**config.mk**
```make
export PLATFORM = sky130hd
export DESIGN_NAME = rv_inst_encoder
export DESIGN_NICKNAME = d
export VERILOG_FILES = /design/src/rtl/rv_inst_encoder_pkg.sv /design/src/rtl/rv_sync_fifo.sv /design/src/rtl/rv_inst_encoder.sv
export SDC_FILE = /design/constraint.sdc
export NUM_CORES = 1
export LEC_CHECK = 0
export ABC_AREA = 1
export BUFFER_PORTS_ARGS = -buffer_cell sky130_fd_sc_hd__buf_2
export CAP_MARGIN = 20
export CORE_MARGIN = 5
export CORE_UTILIZATION = 52
export DETAILED_ROUTE_END_ITERATION = 7
export PLACE_DENSITY = 0.79
export RECOVER_POWER = 100
export SYNTH_ARGS = -nofsm -noshare
export SYNTH_HDL_FRONTEND = slang
export SYNTH_SLANG_ARGS = --single-unit
```
**constraint.sdc**
```tcl
create_clock -name clk -period 5.6 [get_ports clk]
set_input_delay 0.28 -clock clk [delete_from_list [all_inputs] [get_ports clk]]
set_output_delay 0.28 -clock clk [all_outputs]
set_load 0.01 [all_outputs]
```
**src/rtl/rv_inst_encoder_pkg.sv**
```systemverilog
// Shared RV32I field layouts, opcode/funct3 constants and command op encoding.
// Used by the encoder and the decoders, so both sides agree on the bit positions.
package rv_inst_encoder_pkg;

  localparam logic [6:0] OPC_OP_IMM = 7'b0010011;
  localparam logic [6:0] OPC_LOAD   = 7'b0000011;
  localparam logic [6:0] OPC_STORE  = 7'b0100011;
  localparam logic [6:0] OPC_LUI    = 7'b0110111;
  localparam logic [6:0] OPC_JALR   = 7'b1100111;

  localparam logic [2:0] F3_ADDI = 3'b000;
  localparam logic [2:0] F3_LW   = 3'b010;
  localparam logic [2:0] F3_SW   = 3'b010;
  localparam logic [2:0] F3_JALR = 3'b000;

  typedef enum logic [2:0] {
    OP_ADDI = 3'd0,
    OP_LW   = 3'd1,
    OP_SW   = 3'd2,
    OP_LUI  = 3'd3,
    OP_JALR = 3'd4
  } cmd_op_t;

  typedef struct packed {
    logic [11:0] imm;
    logic [4:0]  rs1;
    logic [2:0]  funct3;
    logic [4:0]  rd;
    logic [6:0]  opcode;
  } i_type_t;

  typedef struct packed {
    logic [6:0]  imm_hi;
    logic [4:0]  rs2;
    logic [4:0]  rs1;
    logic [2:0]  funct3;
    logic [4:0]  imm_lo;
    logic [6:0]  opcode;
  } s_type_t;

  typedef struct packed {
    logic [19:0] imm;
    logic [4:0]  rd;
    logic [6:0]  opcode;
  } u_type_t;

  typedef struct packed {
    logic        err;
    logic        last;
    logic [31:0] inst;
  } out_word_t;

  // True when v is the sign extension of a 12-bit value.
  function automatic logic fits_simm12(input logic [31:0] v);
    return (&v[31:11]) | (~|v[31:11]);
  endfunction

endpackage

```
**src/rtl/rv_sync_fifo.sv**
```systemverilog
// Synchronous FIFO, WIDTH x DEPTH. Data is visible at the head one cycle after push, with no bypass.
// Backpressure: full_o blocks pushes; pop_dat_o reads as zero while empty.
module rv_sync_fifo #(
  parameter int WIDTH = 34,
  parameter int DEPTH = 2
) (
  input  logic             clk,
  input  logic             rst,
  input  logic             push_i,
  input  logic [WIDTH-1:0] push_dat_i,
  input  logic             pop_i,
  output logic [WIDTH-1:0] pop_dat_o,
  output logic             full_o,
  output logic             empty_o
);

  localparam int AW = $clog2(DEPTH);

  logic [AW:0]      wr_ptr_q, rd_ptr_q;
  logic [WIDTH-1:0] mem_q [DEPTH];
  logic             do_push, do_pop;

  assign empty_o   = (wr_ptr_q == rd_ptr_q);
  assign full_o    = (wr_ptr_q[AW] != rd_ptr_q[AW]) && (wr_ptr_q[AW-1:0] == rd_ptr_q[AW-1:0]);
  assign do_push   = push_i && !full_o;
  assign do_pop    = pop_i && !empty_o;
  assign pop_dat_o = empty_o ? '0 : mem_q[rd_ptr_q[AW-1:0]];

  always_ff @(posedge clk or posedge rst) begin
    if (rst) begin
      wr_ptr_q <= '0;
      rd_ptr_q <= '0;
    end else begin
      if (do_push) wr_ptr_q <= wr_ptr_q + 1'b1;
      if (do_pop)  rd_ptr_q <= rd_ptr_q + 1'b1;
    end
  end

  always_ff @(posedge clk) begin
    if (do_push) mem_q[wr_ptr_q[AW-1:0]] <= push_dat_i;
  end

endmodule

```
**src/rtl/rv_inst_encoder.sv**
```systemverilog
// Encodes commands into RV32I words through an output FIFO; first word appears the cycle after accept.
// cmd_rdy drops while the FIFO is full or a low word is pending; RVB_LI_EXPAND_EN enables LUI+ADDI li expansion.
module rv_inst_encoder
  import rv_inst_encoder_pkg::*;
#(
  parameter int FIFO_DEPTH = 2
) (
  input  logic        clk,
  input  logic        rst,
  input  logic        cmd_vld,
  output logic        cmd_rdy,
  input  logic [2:0]  cmd_op,
  input  logic [4:0]  cmd_rd,
  input  logic [4:0]  cmd_rs1,
  input  logic [4:0]  cmd_rs2,
  input  logic [31:0] cmd_imm,
  output logic        out_vld,
  input  logic        out_rdy,
  output logic [31:0] out_inst,
  output logic        out_err,
  output logic        out_last
);

  localparam out_word_t ERR_WORD = '{err: 1'b1, last: 1'b1, inst: 32'h0};

  cmd_op_t   op;
  logic      imm_ok;
  logic      enc_err;
  logic      cmd_acc;
  logic      in_idle;
  logic      fifo_full, fifo_empty;
  logic      push_vld;
  i_type_t   i_w;
  s_type_t   s_w;
  u_type_t   u_w;
  logic [31:0] enc;
  out_word_t word0;
  out_word_t push_dat;
  out_word_t head;

  assign op      = cmd_op_t'(cmd_op);
  assign imm_ok  = fits_simm12(cmd_imm);
  assign cmd_rdy = !rst && in_idle && !fifo_full;
  assign cmd_acc = cmd_vld && cmd_rdy;

  always_comb begin
    i_w     = '{imm: cmd_imm[11:0], rs1: cmd_rs1, funct3: F3_ADDI, rd: cmd_rd, opcode: OPC_OP_IMM};
    s_w     = '{imm_hi: cmd_imm[11:5], rs2: cmd_rs2, rs1: cmd_rs1, funct3: F3_SW,
                imm_lo: cmd_imm[4:0], opcode: OPC_STORE};
    u_w     = '{imm: cmd_imm[31:12], rd: cmd_rd, opcode: OPC_LUI};
    enc     = '0;
    enc_err = 1'b1;
    case (op)
      OP_ADDI: begin
        enc     = i_w;
        enc_err = !imm_ok;
      end
      OP_LW: begin
        i_w.funct3 = F3_LW;
        i_w.opcode = OPC_LOAD;
        enc        = i_w;
        enc_err    = !imm_ok;
      end
      OP_JALR: begin
        i_w.funct3 = F3_JALR;
        i_w.opcode = OPC_JALR;
        enc        = i_w;
        enc_err    = !imm_ok;
      end
      OP_SW: begin
        enc     = s_w;
        enc_err = !imm_ok;
      end
      OP_LUI: begin
        enc     = u_w;
        enc_err = (cmd_imm[11:0] != 12'h0);
      end
      default: begin
        enc     = '0;
        enc_err = 1'b1;
      end
    endcase
  end

`ifdef RVB_LI_EXPAND_EN
  typedef enum logic {S_IDLE, S_EMIT_LO} state_t;

  state_t      state_q;
  logic [31:0] lo_q, lo_d;
  logic [31:0] li_hi;
  logic        expand;
  u_type_t     hi_w;

  // Rounding the upper part compensates for the sign-extended ADDI low half.
  assign li_hi  = cmd_imm + 32'h800;
  assign expand = (op == OP_ADDI) && !imm_ok && (cmd_rs1 == 5'd0);
  assign hi_w   = '{imm: li_hi[31:12], rd: cmd_rd, opcode: OPC_LUI};
  assign lo_d   = i_type_t'('{imm: cmd_imm[11:0], rs1: cmd_rd, funct3: F3_ADDI,
                             rd: cmd_rd, opcode: OPC_OP_IMM});
  assign in_idle = (state_q == S_IDLE);

  always_comb begin
    word0 = enc_err ? ERR_WORD : '{err: 1'b0, last: 1'b1, inst: enc};
    if (expand) word0 = '{err: 1'b0, last: 1'b0, inst: hi_w};
  end

  assign push_vld = in_idle ? cmd_acc : !fifo_full;
  assign push_dat = in_idle ? word0 : '{err: 1'b0, last: 1'b1, inst: lo_q};

  always_ff @(posedge clk or posedge rst) begin
    if (rst) begin
      state_q <= S_IDLE;
      lo_q    <= '0;
    end else begin
      case (state_q)
        S_IDLE: begin
          if (cmd_acc && expand) begin
            lo_q    <= lo_d;
            state_q <= S_EMIT_LO;
          end
        end
        S_EMIT_LO: begin
          if (!fifo_full) state_q <= S_IDLE;
        end
        default: state_q <= S_IDLE;
      endcase
    end
  end
`else
  assign in_idle  = 1'b1;
  assign word0    = enc_err ? ERR_WORD : '{err: 1'b0, last: 1'b1, inst: enc};
  assign push_vld = cmd_acc;
  assign push_dat = word0;
`endif

  rv_sync_fifo #(
    .WIDTH ($bits(out_word_t)),
    .DEPTH (FIFO_DEPTH)
  ) u_fifo (
    .clk        (clk),
    .rst        (rst),
    .push_i     (push_vld),
    .push_dat_i (push_dat),
    .pop_i      (out_rdy),
    .pop_dat_o  (head),
    .full_o     (fifo_full),
    .empty_o    (fifo_empty)
  );

  assign out_vld  = !fifo_empty;
  assign out_inst = head.inst;
  assign out_err  = head.err;
  assign out_last = head.last;

endmodule

```
[Word level (Yosys, flattened, before mapping)]
Memories as Yosys holds them, arrays and structs flattened.
Index checks and enable logic that the tools add are counted.
W data, S select, Z words.
Operators by class
  $add $sub $neg: 2
  equality and inequality tests: 7
  multiplexer cells: 6
  bitwise logic cells: 1
  reductions and logical operators: 15
Operators with widths (number)
  $pmux W32 S5: 1
  $mux W34: 2
  $reduce_and A21 Y1: 1
  $reduce_or A21 Y1: 1
  $reduce_bool A12 Y1: 1
  $eq A3 B2 Y1 const B: 2
  $logic_and A1 B1 Y1: 5
  $logic_not A1 Y1: 5
  $add A2 B1 Y2 const B: 2
  $reduce_or A4 Y1: 1
  $eq A3 B1 Y1 const B: 1
  $eq A3 B3 Y1 const B: 1
  $logic_not A3 Y1: 1
  $eq A2 B2 Y1: 1
  $mux W1: 2
  $pmux W1 S2: 1
  $eq A1 B1 Y1: 1
  $ne A1 B1 Y1: 1
  $or A1 B1 Y1: 1
Storage, ports and cells
  register bits after elaboration: 4
  memory bits (writable): 68
  input port bits: 54
  logic and storage cells: 34
  memories: 1
Memory list
  u_fifo.mem_q: words 2, bits a word 34, read ports 1, clocked after memory_dff 0, write ports 1, line rv_sync_fifo.sv:20  | logic [WIDTH-1:0] mem_q [DEPTH];

[Depth between registers and ports, before layout]
Gate-level depths: netlist (run 1).
  depth after elaboration: 8
  gate-level depth with buffers: 9

[By module]
From an unflattened synthesis (run 1), not the netlist that was laid out.
Unflattened totals
  cells, all modules: 417
  area, all modules: 3814.9 um^2
By module, submodules not included
  rv_sync_fifo: times used 1, cells an instance 222, area an instance 2930.3 um^2
  rv_inst_encoder: times used 1, cells an instance 195, area an instance 884.6 um^2

[Worst setup path after synthesis (run 1)]
No wires, ideal clock.
  path type: reg2reg
  start: register u_fifo.rd_ptr_q[0]
  end: memory u_fifo.mem_q[1][10] (enable)
  library setup time: 0.421 ns
  arrival time: 2.186 ns
  data required time: 5.179 ns
  path slack: 2.993 ns
  stages on the path, launching flop included: 6
  buffers on the path: 1
  path through: dfrtp_1 buf_2 xnor2_1 nand2_1 nand3_1 nor2_1
Between the ends
  cells in the longest elaborated chain, start to end: 8
RTL lines
  start: declaration: line rv_sync_fifo.sv:19  | logic [AW:0] wr_ptr_q, rd_ptr_q;
  start signal: assignment: line rv_sync_fifo.sv:35  | if (do_pop) rd_ptr_q <= rd_ptr_q + 1'b1;
  $eq A1 B1 Y1 *: line rv_sync_fifo.sv:24  | assign full_o = (wr_ptr_q[AW] != rd_ptr_q[AW]) && (wr_ptr_q[AW-1:0] == rd_ptr_q[AW-1:0]);
  $logic_and A1 B1 Y1 *: line rv_sync_fifo.sv:24
  $logic_not A1 Y1 *: line rv_sync_fifo.sv:25, rv_inst_encoder.sv:43
  $logic_and A1 B1 Y1: line rv_inst_encoder.sv:43  | assign cmd_rdy = !rst && in_idle && !fifo_full;
  $logic_and A1 B1 Y1: line rv_inst_encoder.sv:44  | assign cmd_acc = cmd_vld && cmd_rdy;
  $logic_and A1 B1 Y1 *: line rv_sync_fifo.sv:25  | assign do_push = push_i && !full_o;
  $mux W1 *: line rv_sync_fifo.sv:40  | if (do_push) mem_q[wr_ptr_q[AW-1:0]] <= push_dat_i;
  $mux W1 (implied by the code) *: line rv_sync_fifo.sv:40
  end: declaration: line rv_sync_fifo.sv:20
Every way passes the cells marked *; elsewhere a longest branch is shown, timed or not.

[Worst setup path in the final report (run 1)]
  start: register u_fifo.rd_ptr_q[0]
  end: memory u_fifo.mem_q[1][28] (enable)
The elaborated chain is that of the path after synthesis.

==> run metrics, run 1 <==
CTS H-Tree Depth=3; Critical Path RT=5.52 ns; Clk pin slew, worst setup/hold paths=0.06 ns; worst vdd ir=0.000442 V; Slew @ Worst Pin=1.89 ns; total clock buffers created by CTS=9; area delta synth->final=18.6%; FF-to-FF End=u_fifo.mem_q[1][28]; Critical R2R Launch=u_fifo.rd_ptr_q[0]; pwr/cell area=473 nW/µm²; Wirelength per Cell=15.3 µm; port bufs=88; crit path capture type=register; Detail Route Antenna Nets=0; share of cells above drive strength 1=16.0%; die height=89.2 µm; Fin. Hold Viols=0; row cnt=28; drt pass-1 iters=5; top cell type's share of synthesized area=57.1%; post-place setup slack=3.17 ns; Post-synth EDFFs=62; Async S/R FF share, synth=6.06%; Most used DFF post-synth=edfxtp_1; Synth area leaders=edfxtp_1 (57%), nand2_1 (11%), nor2_1 (7.0%), a21oi_1 (6.0%), inv_1 (3.3%); Root Buffer Master=clkbuf_8; Core Footprint=6030 µm²; final clock skew=0.00776 ns; post-synthesis net count=409; Final Cell Area=3870 µm²; clk buf depth=2; Total Routing Usage GR=21.3%; Clk Latency, worst-skew pair=0.33 ns; Nets=494; R2R cell count=6; die area=7950 µm²; Slew HR=-25.8%; Ports=90; Antenna Cells=0; M1 WL=3270 µm; met2 wire len=3850 µm; Max Clk Rate=257 MHz; Buf/Inv on CP=2; TritonCTS clock tree=yes; min Tclk post-route=3.90 ns; Mean Syn Cell Area=9.18 µm²; YS warnings=0; fin crit share=69.6%; grt ovf=0; Worst path slowest cell=clkbuf_1; flop2flop setup slack=1.70 ns; CP peak stage delay=1.36 ns; critical path startpoint=u_fifo.rd_ptr_q[0]; Starting Density=54.1%; filler instances=525; clock sink total=66; CTS-repair resized insts=0; chip width=89.2 µm; via count=2757; Max Cap Viol=3; leading area contributor after synthesis=edfxtp_1; Post-DP Area=3710 µm²; largest net degree at the start of global routing=35; failing checks=max-capacitance violations, max-slew violations; RSZ-0062 raised after global routing=no; Seq/Total Area, Yosys=60.2%; outcome=finished, violations left; Final WS setup=1.70 ns; CP most frequent cell=clkbuf_1; Setup crit start kind=register; Hold Path Class=primary input to register; delay-heaviest family, CP=buffers and inverters; CP Data Arrival Time=3.81 ns; DRC viols=0; Synth Register Bits=66; hold path start=out_rdy; fin util=64.2%; critical path class=register to register; first-pass GRT wire length=12700 µm; CP Cell Sequence=clkbuf_1, xnor2_1, nand2_1, nand3_1, nor2_2, clkbuf_1; Post-Synthesis Cells=355; antenna violations before repair=0; WP depth=6; initial DRC count=155; DP Wirelength=5520 µm; top sig layer=met4; Leak=1.59 nW; worst-path maximum fanout=34; Setup TNS Final=0 ns; vias in the first global route=2730; cell area after synthesis=3260 µm²; Total Routed Length=7940 µm; number of vias per cell=5.30; CP endpoint=u_fifo.mem_q[1][28]; Placer Congestion=0.886; Final Setup Violations=0; synth unique cells=25; DR WL met3=687 µm; Slew Viols, Final=100
[sequential cells by signal, indices dropped and copies added, names as in the netlist]
register / flops
u_fifo.wr_ptr_q: 2
u_fifo.mem_q: 62
u_fifo.rd_ptr_q: 2
[worst min-delay path by stage]
stage | endpoint | slack (ns) | cells after the start
after floorplan | u_fifo.rd_ptr_q[0] | 0.05 | 1
after detailed placement | u_fifo.wr_ptr_q[0] | 0.19 | 2
after global placement | u_fifo.wr_ptr_q[0] | 0.18 | 2
final | u_fifo.rd_ptr_q[0] | 0.23 | 3
after CTS | u_fifo.rd_ptr_q[0] | 0.22 | 3
after global routing | u_fifo.rd_ptr_q[0] | 0.24 | 3
[layer usage]
metal,vias up,track usage (%)
met3,12,4.42
met1,1271,27.7
met4,0,7.98
met2,124,35.3
met5,-,0
li1,1350,-
[cell usage after synthesis, drive strengths merged, types with 2 or more instances]
cell type / n
a22oi: 12
dfrtp: 4
nor2: 62
clkbuf: 6
nand2: 97
xnor2: 2
o22ai: 5
inv: 30
o21ai: 6
buf: 13
xor2: 2
a21oi: 39
edfxtp: 62
nand3: 9
[through the flow]
stage          power (mW)  hold slack (ns)  cells
2_1_floorplan        1.20           0.0546    355
3_3_place_gp         1.47            0.184    503
3_5_place_dp         1.48            0.194    503
4_1_cts              1.89            0.219    520
5_1_grt              1.96            0.236    520
6_report             1.83            0.231    520
[cells by family after synthesis]
logic type / synth area share (%)
buf+inv: 7.18
compound gates: 11.1
simple gates: 20.4
xor+xnor: 1.07
flops: 60.2
other cells: 0.115
[power breakdown]
part	leakage (nW)	switching (mW)	internal [mW]
logic	0.849	0.533	0.217
registers	0.632	0.0268	0.644
clock network	0.107	0.166	0.242
[final cells by class]
cell class / count / area [µm²] / share of cell area (%)
Sequential cell: 66 / 1960 / 50.7
Timing Repair Buffer: 93 / 424 / 11.0
Clock inverter: 2 / 35.0 / 0.906
Clock buffer: 14 / 173 / 4.46
Tap cell: 75 / 93.8 / 2.43
Multi-Input combinational cell: 240 / 1070 / 27.6
Inverter: 30 / 113 / 2.91
[timing repair]
item,4_1_cts,5_1_grt
setup endpoints to repair,0,0
hold buffers,1,0
buffers inserted,0,0
hold endpoints to repair,4,0
[worst reg2reg max path, cell delays in order, from the launching register on]
cell and delay, ns:
dfrtp_1 0.33, clkbuf_1 1.11, xnor2_1 0.25, nand2_1 0.13, nand3_1 0.17, nor2_2 0.12
clkbuf_1 1.36
[cells in the final DEF, fill, tap and decap left out, types with 2 or more instances in the layout]
cell and n:
nand2_1 97, edfxtp_1 62, nor2_1 59, buf_2 52, clkbuf_1 41, a21oi_1 39
inv_1 29, a22oi_1 12, clkbuf_8 12, nand3_1 9, o21ai_0 6, o22ai_1 5
dfrtp_1 4, nor2_2 3, xnor2_1 2, xor2_1 2
Power figures use the tool's default switching activity.
==> run 2, diff against run 1 <==
Settings changed: ABC_AREA 1 to 0, CORE_UTILIZATION 52 to 48, PLACE_DENSITY 0.79 to 0.76.
Clock period 5.6 ns to 3.15 ns, I/O delays scaled along.
==> run 2 against run 1 <==
Net effect:
- the run now ends clean
- non-clock buffer count rose by 1
- count of clock-buffer cells in the layout shrank 5
- cell area up 5.0%
- wire length increased by 4.2%
- critical path depth unchanged
- synthesized cell count is 19% lower
- die area increased by 15%
- critical path type is now primary input to register
- largest cell class unchanged
- highest routed layer unchanged
==> run metrics, run 2 <==
Clk pin slew, worst setup/hold paths=0.07 ns; CP Data Arrival Time=2.50 ns; fin crit share=75.3%; Core Footprint=7210 µm²; chip width=95.7 µm; die height=95.7 µm; max reg flops=62; Fin. Hold Viols=0; row cnt=31; RSZ-0062 raised after global routing=no; vias in the first global route=2632; crit path capture type=register; first-pass GRT wire length=12900 µm; synth unique cells=34; Nets=421; Slew HR=10.8%; Mean Syn Cell Area=12.2 µm²; filler instances=636; Starting Density=48.9%; port bufs=88; Slew @ Worst Pin=1.34 ns; largest net degree at the start of global routing=34; share of cells above drive strength 1=21.5%; Synth Register Bits=66; Max Cap Viol=0; via count=2644; Slew Viols, Final=0; Hold Path Class=primary input to register; final clock skew=0.00581 ns; area delta synth->final=15.2%; Leak=1.47 nW; cell area after synthesis=3530 µm²; Critical Path RT=3.28 ns; Final Setup Violations=0; top cell type's share of synthesized area=52.8%; min Tclk post-route=2.37 ns; Total Routed Length=8280 µm; Ports=90; worst-path maximum fanout=23; Placer Congestion=0.824; antenna violations before repair=0; Antenna Cells=0; Max Clk Rate=422 MHz; die area=9160 µm²; Post-synth EDFFs=62; fin util=56.3%; Seq/Total Area, Yosys=55.6%; CP Cell Sequence=clkbuf_1, o21ai_2, and2_0, buf_4, a22oi_1, a211oi_1; CP peak stage delay=0.81 ns; CTS H-Tree Depth=3; clk buf depth=2; area of the multi-input gates=1310 µm²; Async S/R FF share, synth=6.06%; Setup crit start kind=primary input; post-synthesis net count=343; Wirelength per Cell=17.6 µm; Root Buffer Master=clkbuf_8; critical path class=primary input to register; total clock buffers created by CTS=9; Synth area leaders=edfxtp_1 (53%), mux2i_1 (8.8%), a211oi_2 (6.7%), nor2_1 (4.2%), dfrtp_1 (2.8%); Most used DFF post-synth=edfxtp_1; commonest non-fill, non-tap cell in the layout=edfxtp_1; top cells by count, synth=edfxtp_1 (62), nor2_1 (39), mux2i_1 (31), a211oi_2 (19), a21oi_1 (19); outcome=finished clean; pwr/cell area=837 nW/µm²; YS warnings=0; DRC viols=0; Setup TNS Final=0 ns; drt pass-1 iters=5; Clk Latency, worst-skew pair=0.33 ns; commonest cells after routing, fill and taps aside=edfxtp_1 (62), buf_2 (52), nor2_1 (38); clock sink total=66; grt ovf=0; DP Wirelength=5840 µm; Worst path slowest cell=and2_0; count leader, synth=edfxtp_1; Detail Route Antenna Nets=0; Post-Synthesis Cells=289; worst vdd ir=0.000365 V; Total Routing Usage GR=18.9%; Setup Fix Bufs, Post-CTS=0; number of vias per cell=5.61; leading area contributor after synthesis=edfxtp_1; FF+latch area=1960 µm²; TritonCTS clock tree=yes; initial DRC count=267
-- run 2: changes by cell type in the layout (fill, tap and decap cells not counted), moves of 12 or more --
cell / before / now
a21oi_1: 39 / 19
a211oi_1: 0 / 24
nor2b_1: 0 / 12
nand2_1: 97 / 7
nor2_1: 59 / 38
inv_1: 29 / 2
mux2i_1: 0 / 31
-- run 2: kinds of logic (layout without fill, tap and decap cells) --
logic type | count (synthesis) | in the layout | synth area share, %
AOI/OAI and AO/OA | 74 | 74 | 17.7
and+or+nand+nor | 81 | 81 | 11.0
xor gates and xnor gates | 7 | 7 | 1.74
buffers and inverters | 29 | 112 | 4.97
DFF | 66 | 66 | 55.6
muxes | 31 | 31 | 8.80
other | 1 | 1 | 0.106
-- run 2: routing by layer --
metal  part of all wire (%)  vias to the layer above  track usage, %
li1                       -                     1255               -
met1                     42                     1246            23.9
met2                     49                      124            31.2
met3                    6.7                       19            3.28
met4                    2.5                        0            9.72
met5                      0                        -               0
-- run 2: per-stage QoR --
step           worst slack (ns)  std cells  cell area, µm²  hold slack, ns  power, mW
6_report                  0.779        471            4060          0.0838       3.40
5_1_grt                   0.603        471            4060          0.0829       3.62
4_1_cts                    1.23        471            4210          0.0694       3.54
3_5_place_dp               1.06        454            3980          0.0546       2.79
3_3_place_gp               1.17        454            3980          0.0473       2.75
2_1_floorplan             0.367        289            3530         -0.0764       2.25
-- run 2: power by group --
part           internal, mW  switching [mW]
clock network         0.443           0.314
registers              1.16          0.0616
logic                 0.516           0.911
-- run 2: cell type report --
class                      count  area share (%)
clock buffer                   9            3.05
clock inverter                 7            2.31
inverter                       2           0.185
multi-input combinational    194            32.3
sequential                    66            48.4
tap                           99            3.05
timing repair buffer          94            10.7
-- run 2: worst paths after layout --
path	from	endpoint	slack (ns)	cells after the start
min reg2reg	u_fifo.wr_ptr_q[1]	u_fifo.wr_ptr_q[1]	0.53	1
max reg2reg	u_fifo.wr_ptr_q[1]	u_fifo.mem_q[0][15]	1.10	5
max	cmd_op[1]	u_fifo.mem_q[1][19]	0.78	6
max in group asynchronous	rst	u_fifo.rd_ptr_q[0]	2.75	3
min	out_rdy	u_fifo.rd_ptr_q[0]	0.08	3
min in group asynchronous	rst	u_fifo.wr_ptr_q[0]	0.24	3
-- run 2: critical path, delay by kind of cell --
family	cells	cell delay [ns]
AO/OA/AOI/OAI	3	0.82
buffers and inverters	2	0.70
AND/OR/NAND/NOR	1	0.81
-- run 2: repair_timing --
| item | in CTS | in global routing |
|---|---|---|
| hold buffers | 1 | 0 |
| resized for setup | 0 | 0 |
| hold endpoints to repair | 4 | 0 |
